**src/rtl/pkt_capture.sv**
```systemverilog
// pkt_capture: ingress stage of the capture path. Packs a byte stream
// little-endian into 32-bit words for the capture FIFO. Places each finished
// packet in the circular host buffer and hands that placement to the
// downstream write controller.

// One byte lane of the packing word. It holds the byte stored at this lane
// position and supplies this lane's share of the word being completed.
module pkt_capture_lane #(
  parameter int LANE = 0
) (
  input  logic       clk,
  input  logic       reset,
  input  logic       store,
  input  logic [1:0] cur,
  input  logic [7:0] din,
  output logic [7:0] word_byte
);
  logic [7:0] byte_q;

  // capture the incoming byte when it targets this lane
  always_ff @(posedge clk) begin
    if (reset) byte_q <= '0;
    else if (store && cur == 2'(LANE)) byte_q <= din;
  end

  // Lanes below the current one supply their stored bytes.
  // The current lane takes the live byte; lanes above it are zero padding.
  always_comb begin
    word_byte = '0;
    if (cur == 2'(LANE)) word_byte = din;
    else if (cur > 2'(LANE)) word_byte = byte_q;
  end
endmodule

module pkt_capture #(
  parameter int MAX_PKT_BYTES = 1520
) (
  input  logic        clk,
  input  logic        reset,
  input  logic        enable,
  input  logic [31:0] buf_base,
  input  logic [31:0] buf_size,
  input  logic [7:0]  st_data,
  input  logic        st_valid,
  input  logic        st_sop,
  input  logic        st_eop,
  output logic        st_ready,
  output logic [31:0] fifo_in,
  output logic        wr_to_fifo,
  input  logic        full,
  output logic        wr_ctrl,
  input  logic        wr_ctrl_rdy,
  output logic [31:0] pkt_begin,
  output logic [31:0] pkt_end,
  output logic [31:0] write_address,
  output logic [31:0] pkt_count,
  output logic [15:0] drop_count,
  output logic        trunc
);
  localparam int          NUM_LANES = 4;
  localparam logic [15:0] MAX_LEN   = 16'(MAX_PKT_BYTES);

  typedef enum logic [2:0] {
    IDLE, CAPTURE, DISCARD, FLUSH, HANDOFF, WAIT_DONE
  } state_t;

  state_t state, state_nxt;

  logic [15:0]                 len;
  logic                        pending;
  logic [31:0]                 wr_ptr;
  logic                        accept;
  logic                        store;
  logic                        room;
  logic                        word_done;
  logic [1:0]                  cur;
  logic [NUM_LANES-1:0][7:0]   word_nxt;
  logic [31:0]                 padded;
  logic [31:0]                 place_ptr;

  assign accept = st_valid && st_ready;
  assign room   = (len < MAX_LEN);
  // The sop byte always lands in lane 0. Later bytes follow the running length.
  assign cur    = (state == CAPTURE) ? len[1:0] : 2'd0;
  assign store  = accept && ((state == IDLE && st_sop && enable) ||
                             (state == CAPTURE && room));
  // A word is complete when lane 3 fills or when eop ends a partial word.
  // A truncated eop stores nothing, so no extra word is created.
  assign word_done = store && (cur == 2'd3 || st_eop);

  assign padded    = ({16'd0, len} + 32'd3) & ~32'd3;
  // A packet is never split across the end of the buffer: wrap first.
  assign place_ptr = (wr_ptr + padded > buf_size) ? 32'd0 : wr_ptr;

  for (genvar i = 0; i < NUM_LANES; i++) begin : g_lane
    pkt_capture_lane #(.LANE(i)) u_lane (
      .clk       (clk),
      .reset     (reset),
      .store     (store),
      .cur       (cur),
      .din       (st_data),
      .word_byte (word_nxt[i])
    );
  end

  // state register
  always_ff @(posedge clk) begin
    if (reset) state <= IDLE;
    else       state <= state_nxt;
  end

  // stream and FIFO handshake outputs, decoded from state and pending word
  always_comb begin
    st_ready   = 1'b0;
    wr_to_fifo = pending && !full;
    case (state)
      IDLE, DISCARD: st_ready = 1'b1;
      CAPTURE:       st_ready = !full && !pending;
      default:       st_ready = 1'b0;
    endcase
    if (reset) st_ready = 1'b0;
  end

  // next-state logic
  always_comb begin
    state_nxt = state;
    case (state)
      IDLE: begin
        if (accept && st_sop) begin
          if (enable) state_nxt = st_eop ? FLUSH : CAPTURE;
          else        state_nxt = st_eop ? IDLE  : DISCARD;
        end
      end
      CAPTURE:   if (accept && st_eop) state_nxt = FLUSH;
      DISCARD:   if (accept && st_eop) state_nxt = IDLE;
      // Leave as soon as the last word is written this cycle; do not wait a cycle.
      FLUSH:     if (!pending || !full) state_nxt = HANDOFF;
      HANDOFF:   state_nxt = WAIT_DONE;
      WAIT_DONE: if (wr_ctrl_rdy) state_nxt = IDLE;
      default:   state_nxt = IDLE;
    endcase
  end

  // word packing, length tracking, truncation and drop statistics
  always_ff @(posedge clk) begin
    if (reset) begin
      len        <= '0;
      pending    <= 1'b0;
      fifo_in    <= '0;
      trunc      <= 1'b0;
      drop_count <= '0;
    end else begin
      if (word_done) begin
        fifo_in <= word_nxt;
        pending <= 1'b1;
      end else if (wr_to_fifo) begin
        pending <= 1'b0;
      end
      if (state == IDLE && store)         len <= 16'd1;
      else if (state == CAPTURE && store) len <= len + 16'd1;
      if (state == CAPTURE && accept && !room) trunc <= 1'b1;
      if (state == IDLE && accept && st_sop && !enable && drop_count != 16'hFFFF)
        drop_count <= drop_count + 16'd1;
    end
  end

  // buffer placement, write-controller handshake and packet count
  always_ff @(posedge clk) begin
    if (reset) begin
      wr_ptr        <= '0;
      pkt_begin     <= '0;
      pkt_end       <= '0;
      write_address <= '0;
      pkt_count     <= '0;
      wr_ctrl       <= 1'b0;
    end else begin
      wr_ctrl <= (state == HANDOFF);
      if (state == HANDOFF) begin
        wr_ptr        <= place_ptr;
        pkt_begin     <= place_ptr;
        pkt_end       <= place_ptr + padded;
        write_address <= buf_base + place_ptr;
      end
      if (state == WAIT_DONE && wr_ctrl_rdy) begin
        wr_ptr    <= wr_ptr + padded;
        pkt_count <= pkt_count + 32'd1;
      end
    end
  end
endmodule

```
**config.mk**
```make
export PLATFORM = sky130hd
export DESIGN_NAME = pkt_capture
export DESIGN_NICKNAME = d
export VERILOG_FILES = /design/src/rtl/pkt_capture.sv
export SDC_FILE = /design/constraint.sdc
export NUM_CORES = 1
export LEC_CHECK = 0
export ABC_AREA = 1
export BUFFER_PORTS_ARGS = -buffer_cell sky130_fd_sc_hd__buf_2
export CORE_UTILIZATION = 50
export CTS_CLUSTER_DIAMETER = 100
export DETAILED_ROUTE_END_ITERATION = 12
export PLACE_DENSITY = 0.82
export SLEW_MARGIN = 20
export SYNTH_ARGS = -nofsm -noshare
export SYNTH_HDL_FRONTEND = slang
export SYNTH_SLANG_ARGS = --single-unit
```
**constraint.sdc**
```tcl
create_clock -name clk -period 12.9 [get_ports clk]
set_input_delay 3.87 -clock clk [delete_from_list [all_inputs] [get_ports clk]]
set_output_delay 3.87 -clock clk [all_outputs]
set_load 0.01 [all_outputs]
```
==> metrics <==
WL final roughly 43,000 µm; Die Wd 175 µm; post-synth cell types 59; 1st-pass router iterations 6; HPWL after DPL 32,500 µm; data required time at the worst endpoint 13,350 ps; worst path arrival time 8970 ps; multi-input logic area 8240 µm²; Setup crit start len[0]; critical path class flip-flop to flip-flop; Post-Syn Area per Cell just under 7 µm²; area delta synth->final 17.1%; first-pass GRT wire length 69,000 µm; PortBufs about 260; Tmin final between 8000 and 9000 ps; CTS clk-pin slew, worst paths 60 ps; Hold Fails Final Rpt 0; status completed; crit-path max cell delay 450 ps; sequential element share of the synthesized area between 30% and 40%; Detail Route Antenna Nets 0; commonest cells after routing, fill and taps aside 412 x nand2_1, 358 x inv_1, 258 x buf_2, 252 x dfxtp_1, 222 x nor2_1; FMAX 117 MHz; Register-to-Register Setup Slack 4380 ps; CP dominant cell by count nand2_1; dominant synthesized flop cell dfxtp_1; setup TNS 0 ps; Hold Startpoint fifo_in[21]; RD Place Congestion 0.943; Syn Nets 2,355; Post-CTS Resized 0; Root Driver clkbuf_16; Initial Utilization just over 50%; Yosys reg bits roughly 250; Total GRT Usage 27.4%; warnings from Yosys 0; critical path fanouts, max 26; hold path endpoint fifo_in[21]; reg2reg start len[0]; layout cells sized above 1 14.9%; family with the most delay on the worst path simple AND/OR/NAND/NOR gates; Max Cap Viol 0; core area 29,000 µm²; Worst Path Buf+Inv 4; PD cells ~100 nW/µm²; CTS H-tree depth 1; mapped cell area approximately 15,000 µm²; DRT iter0 DRCs 1,182; final net count ~2,600; hold depth 2; RSZ-0062 raised after global routing false; register area 5040 µm²; die height 175 µm; total die area 30,600 µm²; share of synthesized registers carrying an async set or reset 0%; Max-Slew Margin vs Limit 42.8%; Pleak 8.82 nW; Fin Clk Skew 23.9 ps; vias about 15,000; highest-delay cell along the critical path xor2_1; final critical-path share of the clock period 66.0%; routed length per instance 15.3 µm; startpoint types flip-flop; Worst Setup End Kind flip-flop; EDFF count, synth 0; clock buffer count from CTS 28; GRT overflow 0; Fin Hold WS about 440 ps; Gate Count Post-Synth 2,180; CTS tree done; vias in the first global route 14,000; largest net degree at the start of global routing 82; R2R depth 44; DRC violations left 0; FF-to-FF End write_address[24]; final setup violating endpoints 0; postcts setup bufs 0; Clk Latency, worst-skew pair 560 ps; fin. max-slew vios 0; worst-margin pin slew 858 ps; FP Rows 62; Worst Hold Class flip-flop to flip-flop; commonest non-fill, non-tap cell in the layout nand2_1; cts hold-fix bufs 0; Ports 260; Num Clock Sinks 252; antenna violations before repair 4; CTS Buffer Depth 3; post-DR vias/cell 5.42; Worst VDD drop 0.000103 V; fill count 2,716
==> final cells by class <==
type,instances,share of cell area (%)
timing repair buffer,266,7.73
tap,384,2.75
sequential,252,28.9
antenna,4,0.0573
inverter,368,7.94
clock inverter,13,1.20
clock buffer,37,4.32
multi-input combinational,1491,47.1
==> worst register-to-register path: cells and delay by family (launching register included) <==
| family | cells | cell delay, ps |
|---|---|---|
| adder cells (fa/ha/maj) | 5 | 1580 |
| AND/OR/NAND/NOR | 22 | 2710 |
| buffers and inverters | 4 | 570 |
| flip-flops | 1 | 350 |
| AO/OA/AOI/OAI | 11 | 2460 |
| XOR/XNOR | 2 | 750 |
==> sequential cells by signal (all words and copies together), names as in the netlist <==
name and cells:
pending 1, drop_count 16, wr_ptr 32, state 3
pkt_count 32, pkt_end 30, pkt_begin 32, g_lane.u_lane.byte_q 24
len 16, fifo_in 32, trunc 1, wr_ctrl 1
write_address 32
==> how the worst max path moves through the flow <==
stage,depth (start not counted),end
after global routing,45,write_address[28]
after detailed placement,31,write_address[28]
final,44,write_address[24]
after global placement,31,write_address[24]
after CTS,3,st_ready
after floorplan,4,st_ready
==> logic make-up after synthesis <==
family	count (synthesis)	synth area share, %
buf+inv	437	11.1
fa+ha+maj	95	8.11
compound gates	484	18.3
simple gates	839	24.4
xor+xnor	73	4.28
flops	252	33.8
==> routing by layer <==
metal / up-vias / track usage (%) / wire, µm
met5: - / 0 / 0
met4: 0 / 11.4 / 1720
met3: 109 / 3.55 / 2640
met2: 559 / 46.0 / 20300
met1: 6999 / 35.3 / 18500
li1: 7580 / - / -
==> metrics by stage <==
stage          total power [W]  cell area [µm²]  cells  util (%)  setup slack [ps]
4_1_cts                0.00183            17500   2811      60.2              4460
3_5_place_dp          0.000985            16500   2761      56.9              4220
2_1_floorplan         0.000927            14900   2180         -              4270
6_report               0.00182            17500   2815      60.3              4380
3_3_place_gp          0.000980            16500   2761      56.9              4370
5_1_grt                0.00189            17500   2815      60.3              3610
==> cell usage after synthesis, drive strengths merged, types with 2 or more instances <==
cell	n	share of area, %
o211ai	14	0.70
nor4	12	0.65
ha	92	7.7
o22ai	15	0.63
nand3	99	3.7
o21bai	2	0.10
o31ai	3	0.18
a21o	6	0.30
or2	6	0.25
a211oi	31	1.6
a22oi	2	0.10
nand3b	4	0.20
a21boi	4	0.23
dfxtp	252	34
buf	21	0.61
o21ai	150	5.1
a31oi	18	0.75
a221oi	3	0.18
clkbuf	48	1.2
a21oi	213	7.2
nor3b	2	0.10
nor3	41	1.7
o21a	9	0.45
clkinv	2	0.050
xor2	54	3.2
inv	366	9.2
nor2	230	6.0
o221ai	11	0.65
nand2	420	11
xnor2	19	1.1
fa	3	0.40
nand4	23	1.0
==> power breakdown <==
group / total (W) / internal, W / switching, W
sequential: 0.000810 / 0.000798 / 0.0000122
clock: 0.000850 / 0.000511 / 0.000339
combinational: 0.000160 / 0.0000540 / 0.000106
(Power assumes the default switching activity.)
